<file path="config.mk">
export PLATFORM = sky130hd
export DESIGN_NAME = serial_subtractor_flat
export DESIGN_NICKNAME = d
export VERILOG_FILES = /design/src/rtl/serial_subtractor_if.sv /design/src/rtl/serial_subtractor.sv /design/src/flat_wrapper.sv
export SDC_FILE = /design/constraint.sdc
export NUM_CORES = 1
export LEC_CHECK = 0
export ABC_AREA = 1
export CAP_MARGIN = 10
export CORE_MARGIN = 2
export CORE_UTILIZATION = 54
export CTS_CLUSTER_DIAMETER = 150
export DETAILED_ROUTE_END_ITERATION = 10
export PLACE_DENSITY = 0.8
export SYNTH_ARGS = -nofsm -noshare
export SYNTH_HDL_FRONTEND = slang
export SYNTH_SLANG_ARGS = --single-unit
</file>
<file path="constraint.sdc">
create_clock -name clk -period 2.8 [get_ports clk]
set_input_delay 0.56 -clock clk [delete_from_list [all_inputs] [get_ports clk]]
set_output_delay 0.56 -clock clk [all_outputs]
set_load 0.01 [all_outputs]
</file>
<file path="src/rtl/serial_subtractor_if.sv">
// Start/busy/done handshake bundle between a controlling FSM and serial_subtractor.
// The ovf signal exists only when SUB_OVF_EN is defined.
interface serial_subtractor_if #(
    parameter int WIDTH = 8
);
    logic             start;
    logic [WIDTH-1:0] a;
    logic [WIDTH-1:0] b;
    logic             busy;
    logic             done;
    logic [WIDTH-1:0] diff;
    logic             bout;
`ifdef SUB_OVF_EN
    logic             ovf;
`endif

    modport master (
        output start, a, b,
`ifdef SUB_OVF_EN
        input  ovf,
`endif
        input  busy, done, diff, bout
    );

    modport slave (
        input  start, a, b,
`ifdef SUB_OVF_EN
        output ovf,
`endif
        output busy, done, diff, bout
    );
endinterface

</file>
<file path="src/rtl/serial_subtractor.sv">
// Bit-serial two's-complement subtractor (diff = a - b), one bit per clock, LSB first.
// Optional signed-overflow flag enabled by defining SUB_OVF_EN.
module serial_subtractor #(
    parameter int WIDTH = 8
) (
    input logic                clk,
    input logic                reset,
    serial_subtractor_if.slave bus
);
    localparam int CW = $clog2(WIDTH + 1);

    typedef enum logic [1:0] {IDLE, BUSY, DONE} state_t;

    state_t           state;
    state_t           state_nxt;
    logic [WIDTH-1:0] a_sh;
    logic [WIDTH-1:0] b_sh;
    logic [WIDTH-1:0] diff_r;
    logic [CW-1:0]    cnt;
    logic             borrow;
    logic             bout_r;
    logic             x, y, r, d, borrow_nxt, last;
`ifdef SUB_OVF_EN
    logic             a_msb;
    logic             b_msb;
    logic             ovf_r;
`endif

    // Single full-subtractor cell fed by the operand LSBs and the stored borrow
    always_comb begin
        x          = a_sh[0];
        y          = b_sh[0];
        r          = borrow;
        d          = x ^ y ^ r;
        borrow_nxt = (~x & y) | (~x & r) | (y & r);
        last       = (cnt == CW'(WIDTH - 1));
    end

    always_ff @(posedge clk) begin
        if (reset) state <= IDLE;
        else       state <= state_nxt;
    end

    // DONE accepts a new start just like IDLE, allowing back-to-back operations
    always_comb begin
        state_nxt = state;
        case (state)
            IDLE:    if (bus.start) state_nxt = BUSY;
            BUSY:    if (last)      state_nxt = DONE;
            DONE:    state_nxt = bus.start ? BUSY : IDLE;
            default: state_nxt = IDLE;
        endcase
    end

    always_ff @(posedge clk) begin
        if (reset) begin
            a_sh   <= '0;
            b_sh   <= '0;
            diff_r <= '0;
            cnt    <= '0;
            borrow <= 1'b0;
            bout_r <= 1'b0;
`ifdef SUB_OVF_EN
            a_msb  <= 1'b0;
            b_msb  <= 1'b0;
            ovf_r  <= 1'b0;
`endif
        end else begin
            case (state)
                IDLE, DONE: begin
                    if (bus.start) begin
                        a_sh   <= bus.a;
                        b_sh   <= bus.b;
                        borrow <= 1'b0;
                        cnt    <= '0;
`ifdef SUB_OVF_EN
                        a_msb  <= bus.a[WIDTH-1];
                        b_msb  <= bus.b[WIDTH-1];
`endif
                    end
                end
                BUSY: begin
                    a_sh   <= {1'b0, a_sh[WIDTH-1:1]};
                    b_sh   <= {1'b0, b_sh[WIDTH-1:1]};
                    diff_r <= {d, diff_r[WIDTH-1:1]};
                    borrow <= borrow_nxt;
                    cnt    <= cnt + CW'(1);
                    if (last) begin
                        bout_r <= borrow_nxt;
`ifdef SUB_OVF_EN
                        // The final bit produced is the result sign
                        ovf_r  <= (a_msb != b_msb) && (d != a_msb);
`endif
                    end
                end
                default: ;
            endcase
        end
    end

    assign bus.busy = (state == BUSY);
    assign bus.done = (state == DONE);
    assign bus.diff = diff_r;
    assign bus.bout = bout_r;
`ifdef SUB_OVF_EN
    assign bus.ovf  = ovf_r;
`endif
endmodule

</file>
<file path="src/flat_wrapper.sv">
// flat-port wrapper written by rule: the top's interface ports become plain ports
module serial_subtractor_flat 
#(
    parameter int WIDTH = 8
)
  (clk, reset, bus_start, bus_a, bus_b, bus_busy, bus_done, bus_diff, bus_bout);
  serial_subtractor_if #(.WIDTH(WIDTH)) bus_i ();
  input logic clk;
  input logic reset;
  input wire logic [$bits(bus_i.start)-1:0] bus_start;
  input wire logic [$bits(bus_i.a)-1:0] bus_a;
  input wire logic [$bits(bus_i.b)-1:0] bus_b;
  output wire logic [$bits(bus_i.busy)-1:0] bus_busy;
  output wire logic [$bits(bus_i.done)-1:0] bus_done;
  output wire logic [$bits(bus_i.diff)-1:0] bus_diff;
  output wire logic [$bits(bus_i.bout)-1:0] bus_bout;
  assign bus_i.start = bus_start;
  assign bus_i.a = bus_a;
  assign bus_i.b = bus_b;
  assign bus_busy = bus_i.busy;
  assign bus_done = bus_i.done;
  assign bus_diff = bus_i.diff;
  assign bus_bout = bus_i.bout;
  serial_subtractor #(.WIDTH(WIDTH)) u_core (.clk(clk), .reset(reset), .bus(bus_i));
endmodule
</file>
==> results.sh <==
export IMPL_status="complete, no violations"
export IMPL_gp_congestion=0.808
export IMPL_mostFrequentLayoutCell="nand3_1"
export IMPL_grt_pass1_wl_um=5390
export IMPL_rsz0062_at_grt="no"
export IMPL_ys_async_sr_fraction_pct=0
export IMPL_grt_max_degree=29
export IMPL_tightestPinTransition_ps=435
export IMPL_grt_usage_pct=21.7
export IMPL_synthDistinctLibCells=21
export IMPL_core_area_um2=2520
export IMPL_firstDrtPassIters=4
export IMPL_end_kind="output port"
export IMPL_placed_area_um2=1730
export IMPL_cp_required_ps=2240
export IMPL_nets=248
export IMPL_antenna_found_initial=0
export IMPL_cts_hold_buf=0
export IMPL_clock_latency_ps=330
export IMPL_leakage_uw=0.000748
export IMPL_routed_wirelength_um=3270
export IMPL_port_buffers=29
export IMPL_clkTransAtPathRegs_ps=100
export IMPL_synth_edf_count=0
export IMPL_synth_nets=223
export IMPL_area_growth_pct=23.8
export IMPL_powerDensity_nw_per_um2=585
export IMPL_die_y_um=56.2
export IMPL_layout_drive_gt1_share_pct=7.02
export IMPL_cts_buffer_depth=2
export IMPL_drt_iter0_drc=68
export IMPL_cts_buffers=5
export IMPL_yosysSeqAreaShare_pct=43.5
export IMPL_antenna_cells=0
export IMPL_skew_ps=8.81
export IMPL_gr_total_overflow=0
export IMPL_final_util_pct=72.3
export IMPL_cts_sinks=32
export IMPL_rows=18
export IMPL_drc=0
export IMPL_synth_top_area_share_pct=43.5
export IMPL_maxSlewHeadroom_pct=70.9
export IMPL_dp_hpwl_um=2100
export IMPL_hold_viol=0
export IMPL_cp_start_kind="flip-flop"
export IMPL_antenna_left=0
export IMPL_synth_area_um2=1470
export IMPL_fin_crit_ps=2330
export IMPL_layout_common_cells="nand3_1 (50), dfxtp_1 (32), clkdlybuf4s50_1 (29)"
export IMPL_yosys_area_top_type="dfxtp_1"
export IMPL_slew_violations=0
export IMPL_cts_setup_buffers=0
export IMPL_critPathMaxFanout=17
export IMPL_wire_per_inst_um=12.7
export IMPL_final_cell_area_um2=1820
export IMPL_path_class="flip-flop to output port"
export IMPL_place_ws_ps=840
export IMPL_grt_pass1_vias=1210
export IMPL_postCtsResizedCells=0
export IMPL_total_power_uw=1070
export IMPL_htree_levels=2
export IMPL_peakVddDrop_mv=0.633
export IMPL_cts_root_buf="clkbuf_4"
export IMPL_cts_tree="built"
export IMPL_max_freq_mhz=429
export IMPL_period_share_pct=83.3
export IMPL_cp_arrival_ps=1770
export IMPL_synth_avg_cell_area_um2=7.29
export IMPL_ys_warn_count=0
export IMPL_maxCapViolations=0
export IMPL_setup_slack_ps=469
export IMPL_pin_count=30
export IMPL_synthFlopType="dfxtp_1"
export IMPL_route_vias_total=1417
export IMPL_die_area_um2=3160
export IMPL_finalSetupTns_ps=0
export IMPL_synthCells=202
export IMPL_synth_seq_cells=32
export IMPL_avgViaCountPerCell=5.49
export IMPL_synthTopCellsByArea="dfxtp_1 (44%), nand3_1 (17%), a21oi_1 (7.5%)"
export IMPL_hold_path_class="flip-flop to flip-flop"
export IMPL_setup_viol=0
export IMPL_start_util_pct=58.4
export IMPL_fp_dieW_um=56.2
-- synth_stat cells, types with 2 or more instances --
master   count
inv_1       18
dfxtp_1     32
buf_6        4
nand2_1     27
buf_2        6
inv_2        2
o21ai_0     10
nor2_1      20
nand3_1     50
a21oi_1     22
-- final timing paths --
kind | from | endpoint | slack [ps] | depth (start not counted)
worst max-delay path | u_core.state[0]$_SDFFE_PP0P_ | bus_busy | 470 | 3
worst min-delay path | u_core.bus.bout$_SDFFE_PP0P_ | u_core.bus.bout$_SDFFE_PP0P_ | 490 | 2
worst max register to register | u_core.state[0]$_SDFFE_PP0P_ | u_core.state[0]$_SDFFE_PP0P_ | 1440 | 5
worst min register to register | u_core.bus.bout$_SDFFE_PP0P_ | u_core.bus.bout$_SDFFE_PP0P_ | 490 | 2
-- worst max-delay path, stage by stage, from the launching register on --
cell	delay (ps)
dfxtp_1	350
inv_2	140
nor2_4	340
clkdlybuf4s50_1	610
-- through the flow --
step | hold WS (ps) | std cells
floorplan | 457 | 202
global placement | 460 | 250
detailed placement | 471 | 250
CTS | 485 | 258
global route | 505 | 258
finish | 489 | 258
-- cells by family (layout without fill, tap and decap cells) --
kind of cell	after synthesis	after routing	synth area share, %
buffers and inverters	34	60	11.6
AOI/OAI and AO/OA	33	33	11.4
adders and majority gates	2	2	2.21
DFF	32	32	43.5
and+or+nand+nor	101	101	31.4
-- registers in the layout (all words and copies together) (netlist names) --
name / cells
u_core.a_sh: 8
u_core.cnt: 4
u_core.borrow: 1
u_core.bus.diff: 8
u_core.bus.bout: 1
u_core.state: 2
u_core.b_sh: 8
-- area by class of cell --
| type | instances | area, um^2 |
|---|---|---|
| clock buffer | 7 | 65.1 |
| clock inverter | 1 | 30.0 |
| sequential | 32 | 641 |
| fill | 209 | 699 |
| tap | 30 | 37.5 |
| inverter | 20 | 75.1 |
| timing repair buffer | 32 | 313 |
| multi-input combinational | 136 | 662 |
-- power by group --
part / leakage (uW) / internal [uW] / switching [uW] / total [uW]
clock: 0.0000515 / 237 / 159 / 396
combinational: 0.000434 / 77.1 / 90.2 / 167
sequential: 0.000262 / 485 / 18.5 / 503
-- metal layers --
layer	share of wire, %	GRT usage, %	routed length, um	up-vias
li1	-	-	-	713
met1	43	26.8	1420	652
met2	50	36.3	1620	48
met3	6.3	7.21	206	4
met4	0.86	5.78	28	0
met5	0	0	0	-
Power figures use the tool's default switching activity.
